**src/rtl/zynq_ser_tx_framer.sv**
```systemverilog
// rtl/zynq_ser_tx_framer.sv - 7:1 LVDS word-level transmit framer (HOLD/TRAIN/RUN, input FIFO); optional TX_PRBS_TRAIN_EN
module zynq_ser_tx_framer #(
    parameter int              N                = 1,
    parameter int              D                = 4,
    parameter logic [6:0]      CLK_PATT         = 7'b1100011,
    parameter logic [6:0]      TRAIN_PATT       = 7'b0011010,
    parameter logic [6:0]      IDLE_WORD        = 7'b0000000,
    parameter int              TRAIN_LEN        = 256,
    parameter int              HOLD_LEN         = 16,
    parameter int              FIFO_DEPTH       = 4,
    parameter logic [N*D-1:0]  TX_SWAP_MASK     = {N*D{1'b0}},
    parameter logic [N-1:0]    TX_CLK_SWAP_MASK = {N{1'b0}}
) (
    input  logic               gclk,
    input  logic               resetn,
    input  logic               train_req,
    input  logic [N*D*7-1:0]   s_dat,
    input  logic               s_valid,
    output logic               s_ready,
    output logic [N*D*7-1:0]   tx_dat,
    output logic [N*7-1:0]     tx_clk,
    output logic [1:0]         link_state,
    output logic [15:0]        underrun_cnt
);
    localparam int LW = N * D * 7;
    localparam int AW = (FIFO_DEPTH > 2) ? $clog2(FIFO_DEPTH) : 1;
    localparam int CW = AW + 1;

    // Per-lane inversion pattern for P/N swapped data lanes.
    function automatic logic [LW-1:0] f_dat_inv();
        logic [LW-1:0] v;
        v = '0;
        for (int k = 0; k < N * D; k++) v[7*k +: 7] = {7{TX_SWAP_MASK[k]}};
        return v;
    endfunction

    // Clock-lane words with swapped lanes already inverted.
    function automatic logic [N*7-1:0] f_clk_word();
        logic [N*7-1:0] v;
        for (int k = 0; k < N; k++) v[7*k +: 7] = CLK_PATT ^ {7{TX_CLK_SWAP_MASK[k]}};
        return v;
    endfunction

    localparam logic [LW-1:0]  DAT_INV   = f_dat_inv();
    localparam logic [N*7-1:0] CLK_WORD  = f_clk_word();
    localparam logic [LW-1:0]  TRAIN_RST = {(N*D){TRAIN_PATT}} ^ DAT_INV;

    typedef enum logic [1:0] {
        ST_HOLD  = 2'd0,
        ST_TRAIN = 2'd1,
        ST_RUN   = 2'd2
    } state_e;

    state_e          state_q, state_d;
    logic [7:0]      hold_cnt_q, hold_cnt_d;
    logic [15:0]     train_cnt_q, train_cnt_d;
    logic [AW-1:0]   rd_ptr_q, rd_ptr_d, wr_ptr_q, wr_ptr_d;
    logic [CW-1:0]   count_q, count_d;
    logic            s_ready_q;
    logic [LW-1:0]   tx_dat_q, tx_word_d;
    logic [N*7-1:0]  tx_clk_q;
    logic [15:0]     ur_q, ur_d;
    logic [LW-1:0]   mem_q [FIFO_DEPTH];
    logic            push, pop;

`ifdef TX_PRBS_TRAIN_EN
    logic [6:0]      prbs_q, prbs_d;

    // Advance PRBS-7 (x^7+x^6+1) by one 7-bit word; the first new bit lands in bit 6.
    function automatic logic [6:0] prbs_step7(input logic [6:0] s);
        logic [6:0] r;
        r = s;
        for (int i = 0; i < 7; i++) r = {r[5:0], r[6] ^ r[5]};
        return r;
    endfunction
`endif

    // Registered s_ready is exactly !full, so only accepted words are pushed.
    assign push = s_valid & s_ready_q;

    // Link state machine: HOLD then TRAIN then RUN, with retraining on request.
    always_comb begin
        state_d     = state_q;
        hold_cnt_d  = hold_cnt_q;
        train_cnt_d = train_cnt_q;
        case (state_q)
            ST_HOLD: begin
                if (hold_cnt_q == 8'(HOLD_LEN - 1)) begin
                    state_d     = ST_TRAIN;
                    train_cnt_d = '0;
                end else begin
                    hold_cnt_d = hold_cnt_q + 8'd1;
                end
            end
            ST_TRAIN: begin
                if (train_req) train_cnt_d = '0;
                else if (train_cnt_q == 16'(TRAIN_LEN - 1)) state_d = ST_RUN;
                else train_cnt_d = train_cnt_q + 16'd1;
            end
            ST_RUN: begin
                if (train_req) begin
                    state_d     = ST_TRAIN;
                    train_cnt_d = '0;
                end
            end
            default: state_d = ST_HOLD;
        endcase
    end

    // Output word selection keyed on the next state so tx_dat and link_state change together.
    always_comb begin
        pop       = (state_d == ST_RUN) && (count_q != '0);
        tx_word_d = {(N*D){TRAIN_PATT}};
        ur_d      = ur_q;
`ifdef TX_PRBS_TRAIN_EN
        prbs_d = prbs_q;
        if (state_d == ST_TRAIN) begin
            prbs_d    = (state_q != ST_TRAIN) ? prbs_step7(7'h7F) : prbs_step7(prbs_q);
            tx_word_d = {(N*D){prbs_d}};
        end
`endif
        if (state_d == ST_RUN) begin
            if (pop) begin
                tx_word_d = mem_q[rd_ptr_q];
            end else begin
                tx_word_d = {(N*D){IDLE_WORD}};
                if (ur_q != 16'hFFFF) ur_d = ur_q + 16'd1;
            end
        end
        rd_ptr_d = pop  ? rd_ptr_q + AW'(1) : rd_ptr_q;
        wr_ptr_d = push ? wr_ptr_q + AW'(1) : wr_ptr_q;
        count_d  = count_q + CW'(push) - CW'(pop);
    end

    // State, counters, FIFO pointers and registered outputs.
    always_ff @(posedge gclk or negedge resetn) begin
        if (!resetn) begin
            state_q     <= ST_HOLD;
            hold_cnt_q  <= '0;
            train_cnt_q <= '0;
            rd_ptr_q    <= '0;
            wr_ptr_q    <= '0;
            count_q     <= '0;
            s_ready_q   <= 1'b0;
            tx_dat_q    <= TRAIN_RST;
            tx_clk_q    <= CLK_WORD;
            ur_q        <= '0;
`ifdef TX_PRBS_TRAIN_EN
            prbs_q      <= 7'h7F;
`endif
        end else begin
            state_q     <= state_d;
            hold_cnt_q  <= hold_cnt_d;
            train_cnt_q <= train_cnt_d;
            rd_ptr_q    <= rd_ptr_d;
            wr_ptr_q    <= wr_ptr_d;
            count_q     <= count_d;
            s_ready_q   <= (count_d != CW'(FIFO_DEPTH));
            tx_dat_q    <= tx_word_d ^ DAT_INV;
            tx_clk_q    <= CLK_WORD;
            ur_q        <= ur_d;
`ifdef TX_PRBS_TRAIN_EN
            prbs_q      <= prbs_d;
`endif
        end
    end

    // FIFO storage; emptiness is tracked by the pointers, so no reset is needed here.
    always_ff @(posedge gclk) begin
        if (push) mem_q[wr_ptr_q] <= s_dat;
    end

    assign s_ready      = s_ready_q;
    assign tx_dat       = tx_dat_q;
    assign tx_clk       = tx_clk_q;
    assign link_state   = state_q;
    assign underrun_cnt = ur_q;
endmodule

```
**config.mk**
```make
export PLATFORM = sky130hd
export DESIGN_NAME = zynq_ser_tx_framer
export DESIGN_NICKNAME = d
export VERILOG_FILES = /design/src/rtl/zynq_ser_tx_framer.sv
export SDC_FILE = /design/constraint.sdc
export NUM_CORES = 1
export LEC_CHECK = 0
export CAP_MARGIN = 20
export CORE_AREA = 2 2 127 129
export CTS_CLUSTER_DIAMETER = 100
export DETAILED_ROUTE_END_ITERATION = 8
export DIE_AREA = 0 0 129 131
export PLACE_DENSITY = 0.71
export SYNTH_ARGS = -nofsm -noshare
export SYNTH_HDL_FRONTEND = slang
export SYNTH_SLANG_ARGS = --single-unit
```
**constraint.sdc**
```tcl
create_clock -name gclk -period 7.2 [get_ports gclk]
set_input_delay 1.08 -clock gclk [delete_from_list [all_inputs] [get_ports gclk]]
set_output_delay 1.08 -clock gclk [all_outputs]
set_load 0.02 [all_outputs]
```
==> summary.md, run 1 <==
| Metric | Value |
|---|---|
| Type of the most critical hold path | flip-flop to flip-flop |
| Area of the die | 16900 um2 |
| CTS Sinks | 190 |
| CTS tree | yes |
| Worst hold slack | 487 ps |
| Data arrival time of the worst path | 4310 ps |
| Post-Route Skew | 9.12 ps |
| Worst R2R Path Depth | 10 |
| Reported max-cap violation count | 0 |
| Setup repair after global routing missed its margin | no |
| Commonest non-fill, non-tap cell in the layout | sky130_fd_sc_hd__edfxtp_1 |
| Async SR Flop Fraction | 41.1% |
| Mapped Cells | 482 |
| Setup repair bufs after CTS | 0 |
| Setup crit end | s_ready |
| Required time of the worst setup path | 7500 ps |
| Share of Yosys cell area claimed by the top area cell type | 44.4% |
| Multiplexer fraction of the synthesized cell area | 9.35% |
| Most frequent cells in the layout | sky130_fd_sc_hd__edfxtp_1, sky130_fd_sc_hd__clkdlybuf4s50_1, sky130_fd_sc_hd__dfrtp_1 |
| Synthesis-stage register bit count | 190 |
| Number of iterations in the first detailed-routing pass | 4 |
| Core ar. | 15600 um2 |
| Antenna viol nets, final | 0 |
| Cell accounting for the most synthesized area | sky130_fd_sc_hd__edfxtp_1 |
| Layout fillers | 1199 |
| Count of unique library cells instantiated by Yosys | 45 |
| Sequential cell area fraction in the yosys report | 70.4% |
| Signed area change from the synthesized netlist to the final layout | 20.7% |
| Simple-Gate Fraction of Synth Area | 9.86% |
| Placed cell area | 8540 um2 |
| Compound-Gate Fraction of Synth Area | 3.70% |
| Clock input transition at the sequential cells of the worst setup and hold paths | 70 ps |
| Post-detailed-routing wire length | 14.0 mm |
| Vias in the first global route | 4322 |
| Die Height | 131 um |
| Total power consumption of the routed design | 2.54 mW |
| Mean post-synth cell area | 15.7 um2 |
| Switching share of total power | 24.0% |
| Fraction of the cycle the final worst path needs | 55.6% |
| Fin cells | 792 |
| Clock group share of total power | 36.5% |
| Run status | completed |
| Xor/xnor share of the synthesized area | 2.78% |
| Final routed DRC violation total | 0 |
| Critical path startpoint category | input port |
| Antenna violations before repair | 0 |
| Fmax | 250 MHz |
| Wire length of the first global-routing pass | 22.4 mm |
| Worst Slack Setup Final | 3200 ps |
| Width of the chip | 129 um |
| Number of H-tree levels | 4 |
| Power density relative to cell area | 278 nW/um2 |
| Routability-driven placement congestion ratio | 0.859 |
| Initial cell density of the core | 48.5% |
| Final core utilization | 58.6% |
| Post-synthesis instance area | 7570 um2 |
| Maximum fanout count along the critical path | 32 |
| R2R Path Start | train_cnt_q[9] |
| Port bufs | 78 |
| Share of power burned in registers | 53.2% |
| Logic pwr share | 10.3% |
| 1st-iter DRT viols | 269 |
| Final-layout setup total negative slack | 0 ps |
| Number of instances on the worst hold path | 1 |
| Leak Pwr | 3.43 nW |
| Fraction of final layout cells sized beyond drive strength 1 | 16.1% |
| Category of the critical setup timing path | input port to flip-flop |
| Number of enable flip-flop cells after synthesis | 112 |
| Number of buffers added by the clock tree synthesis step | 17 |
| Number of warnings issued by yosys | 0 |
| Std-Cell Rows | 46 |
| Worst IR Drop VDD | 0.192 mV |
| Number of pins exceeding their max-slew limit in the final report | 0 |
| Number of nets at the end of the flow | 604 |
| Post-Place Worst Slack | 2750 ps |
| CTS Hold Bufs | 0 |
| Post-synthesis share of cell area spent on full adders, half adders and majority gates | 1.59% |
| Buffers from clock root to sink, at most | 2 |
| Dominant cells by area after synthesis | sky130_fd_sc_hd__edfxtp_1, sky130_fd_sc_hd__dfrtp_1, sky130_fd_sc_hd__mux4_2 |
| Final Critical Period | 4000 ps |
| Net Sw Power | 608 uW |
| Vias/cell | 5.41 |
| Most common flop cell mapped by yosys | sky130_fd_sc_hd__edfxtp_1 |
| Boundary Pins | 86 |
| Diode insertion count for antenna repair | 0 |
| Total vias in the final route | 4284 |
| Destination of the worst register-to-register timing path | s_ready |
| Number of endpoints with negative hold slack in the final report | 0 |
| Element type at the critical path end | flip-flop |
| Cell internal power dissipation | 1.93 mW |
| Global router's overall resource usage | 17.5% |
| Clock latency on the worst-skew pair | 430 ps |
| Actual slew at the worst max-slew pin | 952 ps |
| Origin of the worst setup path | train_req |
| Final number of setup-violating endpoints | 0 |
| Main combinational cell family by area after synthesis | simple AND/OR/NAND/NOR gates |
| Clock root buffer | sky130_fd_sc_hd__clkbuf_16 |
| Detailed Place HPWL | 8.52 mm |
| Number of gates resized after CTS | 0 |
| R2r setup slk | 3790 ps |
| Maximum number of pins on one net before global-route repair | 44 |
| Final std cell area, no fill | 9140 um2 |
| Overflow after GRT | 0 |
| Worst-case headroom to the max-slew limit | 36.5% |
| Wire per inst | 17.7 um |
| Placed cell count | 759 |
## sequential cells by signal (all words and copies together), names as in the netlist
name and count:
mem_q 112, tx_dat 28, train_cnt_q 16, underrun_cnt 16, hold_cnt_q 8, count_q 3
link_state 2, rd_ptr_q 2, wr_ptr_q 2, s_ready 1
## cells by family (layout without fill, tap and decap cells)
kind of cell               after synthesis  in the layout
AOI/OAI and AO/OA                       45             45
xor gates and xnor gates                24             24
adders and majority gates                9              9
buffers and inverters                   34            123
DFF                                    190            190
muxes                                   35             35
other                                    2              7
and+or+nand+nor                        143            143
## layout make-up
type | instances | area (um2) | area share (%)
Clock inverter | 10 | 128 | 1.40
Inverter | 8 | 30.0 | 0.329
Multi-Input combinational cell | 263 | 2100 | 22.9
Clock buffer | 22 | 454 | 4.97
Timing Repair Buffer | 83 | 828 | 9.06
Sequential cell | 190 | 5330 | 58.3
Tap cell | 216 | 270 | 2.96
## Yosys cell counts, types with 2 or more instances
cell type / n
sky130_fd_sc_hd__edfxtp_1: 112
sky130_fd_sc_hd__dfrtp_1: 66
sky130_fd_sc_hd__nand2_1: 43
sky130_fd_sc_hd__mux4_2: 28
sky130_fd_sc_hd__and3_1: 25
sky130_fd_sc_hd__xnor2_1: 20
sky130_fd_sc_hd__nor2_1: 19
sky130_fd_sc_hd__nand3_1: 16
sky130_fd_sc_hd__nand4_1: 15
sky130_fd_sc_hd__o21ai_0: 15
sky130_fd_sc_hd__clkbuf_1: 13
sky130_fd_sc_hd__a31oi_1: 12
sky130_fd_sc_hd__dfstp_2: 12
sky130_fd_sc_hd__a21oi_1: 11
sky130_fd_sc_hd__ha_1: 8
sky130_fd_sc_hd__buf_4: 7
sky130_fd_sc_hd__inv_1: 7
sky130_fd_sc_hd__and2_1: 4
sky130_fd_sc_hd__buf_1: 4
sky130_fd_sc_hd__mux2_2: 4
sky130_fd_sc_hd__nand2b_1: 4
sky130_fd_sc_hd__nor3_1: 4
sky130_fd_sc_hd__xor2_1: 4
sky130_fd_sc_hd__a31o_2: 2
sky130_fd_sc_hd__and4_1: 2
sky130_fd_sc_hd__buf_6: 2
sky130_fd_sc_hd__conb_1: 2
sky130_fd_sc_hd__mux2_1: 2
sky130_fd_sc_hd__or2_2: 2
sky130_fd_sc_hd__or4_1: 2
## power by group through the flow
stage	sequential, mW	clock, mW	combinational (mW)
after global routing	1.36	0.989	0.292
after detailed placement	1.37	0	0.268
after floorplan	1.36	0	0.167
after CTS	1.35	0.946	0.270
after global placement	1.36	0	0.257
final	1.35	0.926	0.261
## worst min-delay path by stage
| stage | startpoint | endpoint | slack (ps) |
|---|---|---|---|
| 6_report | train_cnt_q[15] | train_cnt_q[15] | 490 |
| 3_5_place_dp | train_cnt_q[15] | train_cnt_q[15] | 480 |
| 5_1_grt | hold_cnt_q[3] | hold_cnt_q[3] | 510 |
| 3_3_place_gp | hold_cnt_q[7] | hold_cnt_q[7] | 450 |
| 2_1_floorplan | hold_cnt_q[7] | hold_cnt_q[7] | 440 |
| 4_1_cts | train_cnt_q[15] | train_cnt_q[15] | 490 |
## worst max-delay path, cell delays in order
cell and delay, ps:
sky130_fd_sc_hd__clkdlybuf4s50_1 450, sky130_fd_sc_hd__nand2b_1 190, sky130_fd_sc_hd__nor2_1 440, sky130_fd_sc_hd__a31o_2 740, sky130_fd_sc_hd__nand2_1 210, sky130_fd_sc_hd__xor2_1 180
sky130_fd_sc_hd__ha_1 190, sky130_fd_sc_hd__fa_1 370, sky130_fd_sc_hd__xnor2_1 200, sky130_fd_sc_hd__xnor2_1 180, sky130_fd_sc_hd__nand2_1 70
## routing by layer
| metal | routed length (um) | track usage, % |
|---|---|---|
| met1 | 6230 | 23.3 |
| met3 | 729 | 4.93 |
| met4 | 131 | 5.31 |
| met2 | 6910 | 28.6 |
| met5 | 0 | 0 |
(Power assumes the default switching activity.)
==> inputs of run 2 (changes only) <==
clock period = 3.85 ns   (was 7.2 ns; I/O delays follow)
==> summary.md, run 2 (synthesis results as in run 1) <==
| Metric | Value |
|---|---|
| CTS Sinks | 190 |
| Worst Slack Setup Final | 943 ps |
| Worst IR Drop VDD | 0.338 mV |
| Port bufs | 78 |
| Detailed Place HPWL | 8.61 mm |
| Maximum fanout count along the critical path | 31 |
| Number of nets at the end of the flow | 608 |
| Fin cells | 796 |
| Final core utilization | 59.3% |
| Buffers from clock root to sink, at most | 2 |
| Worst hold slack | 475 ps |
| Width of the chip | 129 um |
| Fraction of the cycle the final worst path needs | 75.5% |
| Post-detailed-routing wire length | 14.2 mm |
| Final routed DRC violation total | 0 |
| Reported max-cap violation count | 0 |
| Layout fillers | 1161 |
| Total vias in the final route | 4287 |
| Clock latency on the worst-skew pair | 430 ps |
| Final std cell area, no fill | 9240 um2 |
| Met1 Use GR | 23.1% |
| Overflow after GRT | 0 |
| Footprint of the flip-flops and latches | 5330 um2 |
| Initial cell density of the core | 48.5% |
| Leak Pwr | 3.48 nW |
| Setup repair after global routing missed its margin | no |
| Busiest layer in global routing | met2 |
| Number of buffers added by the clock tree synthesis step | 17 |
| Placed cell area | 8540 um2 |
| Wire per inst | 17.9 um |
| Number of pins exceeding their max-slew limit in the final report | 0 |
| Antenna viol nets, final | 0 |
| Number of iterations in the first detailed-routing pass | 5 |
| Clock root buffer | sky130_fd_sc_hd__clkbuf_16 |
| Diode insertion count for antenna repair | 0 |
| Category of the critical setup timing path | flip-flop to flip-flop |
| Actual slew at the worst max-slew pin | 815 ps |
| Worst-case headroom to the max-slew limit | 45.3% |
| Number of endpoints with negative hold slack in the final report | 0 |
| Signed area change from the synthesized netlist to the final layout | 22.1% |
| Vias/cell | 5.39 |
| Multi-input logic area | 2100 um2 |
| Area of the die | 16900 um2 |
| Clock input transition at the sequential cells of the worst setup and hold paths | 70 ps |
| Data arrival time of the worst path | 3210 ps |
| Type of the most critical hold path | flip-flop to flip-flop |
| Placed cell count | 760 |
| Fmax | 344 MHz |
| Power density relative to cell area | 525 nW/um2 |
| Number of flip-flops in the largest register | 112 |
| CTS tree | yes |
| Wire length of the first global-routing pass | 22.6 mm |
| Post-Place Worst Slack | 650 ps |
| Die Height | 131 um |
| Commonest non-fill, non-tap cell in the layout | sky130_fd_sc_hd__edfxtp_1 |
| 1st-iter DRT viols | 331 |
| Element type at the critical path end | flip-flop |
| Global router's overall resource usage | 17.9% |
| Routability-driven placement congestion ratio | 0.889 |
| Critical path startpoint category | flip-flop |
| Vias in the first global route | 4411 |
| Maximum number of pins on one net before global-route repair | 79 |
| Most frequent cells in the layout | sky130_fd_sc_hd__edfxtp_1, sky130_fd_sc_hd__clkdlybuf4s50_1, sky130_fd_sc_hd__dfrtp_1 |
| Fraction of final layout cells sized beyond drive strength 1 | 16.9% |
| Post-Route Skew | 9.06 ps |
| M2 GR Usage | 30.1% |
| Met3 layer usage reported by global route | 5.13% |
| Total power consumption of the routed design | 4.85 mW |
| Required time of the worst setup path | 4150 ps |
| Setup repair bufs after CTS | 0 |
| Std-Cell Rows | 46 |
| Final Critical Period | 2910 ps |
| Largest register by flop count | mem_q |
| Final-layout setup total negative slack | 0 ps |
| Antenna violations before repair | 0 |
| Boundary Pins | 86 |
| Run status | completed |
| Core ar. | 15600 um2 |
| Number of H-tree levels | 4 |
| Final number of setup-violating endpoints | 0 |
-- run 2: cell types whose count changed in the layout (fill, tap and decap cells not counted), sizes merged --
cell | before | now
dlygate4sd3 | 0 | 1
clkinv | 1 | 3
inv | 14 | 15
clkbuf | 22 | 18
buf | 6 | 9
bufinv | 2 | 3
-- run 2: worst max-delay path, stage by stage, from the launching register on --
cell	delay, ps
sky130_fd_sc_hd__dfrtp_1	490
sky130_fd_sc_hd__or4_4	550
sky130_fd_sc_hd__nor2_1	160
sky130_fd_sc_hd__a31o_2	200
sky130_fd_sc_hd__buf_4	330
sky130_fd_sc_hd__nand3_1	170
sky130_fd_sc_hd__fa_1	440
sky130_fd_sc_hd__xnor2_1	150
sky130_fd_sc_hd__xnor2_1	200
sky130_fd_sc_hd__nand2_1	80
-- run 2: timing repair --
item,4_1_cts,5_1_grt
gates resized for setup,0,0
hold buffers,0,1
endpoints found under the hold margin,0,8
-- run 2: worst paths after layout --
check	from	endpoint	slack (ps)	cells after the start
worst max-delay path	train_cnt_q[9]	s_ready	940	9
worst min-delay path	hold_cnt_q[7]	hold_cnt_q[7]	470	1
worst max register to register	train_cnt_q[9]	s_ready	940	9
worst min register to register	hold_cnt_q[7]	hold_cnt_q[7]	470	1
max in group asynchronous	resetn	tx_dat[15]	2700	3
min in group asynchronous	resetn	train_cnt_q[15]	520	2
-- run 2: metal layers --
layer | vias to the layer above | part of all wire [%]
met3 | 10 | 5.3
met4 | 0 | 0.78
li1 | 1974 | -
met2 | 116 | 50
met5 | - | 0
met1 | 2187 | 43
-- run 2: cell type report --
cell class                      count  share of cell area, %
Sequential cell                   190                   57.7
Multi-Input combinational cell    263                   22.7
Timing Repair Buffer               87                   9.61
Clock buffer                       18                   4.64
Tap cell                          216                   2.92
Clock inverter                     14                   2.14
Inverter                            8                  0.325
-- run 2: power by group --
group | internal, mW | total [mW] | switching (mW)
Sequential | 2.45 | 2.52 | 0.0756
Clock | 1.05 | 1.83 | 0.783
Combinational | 0.175 | 0.494 | 0.319
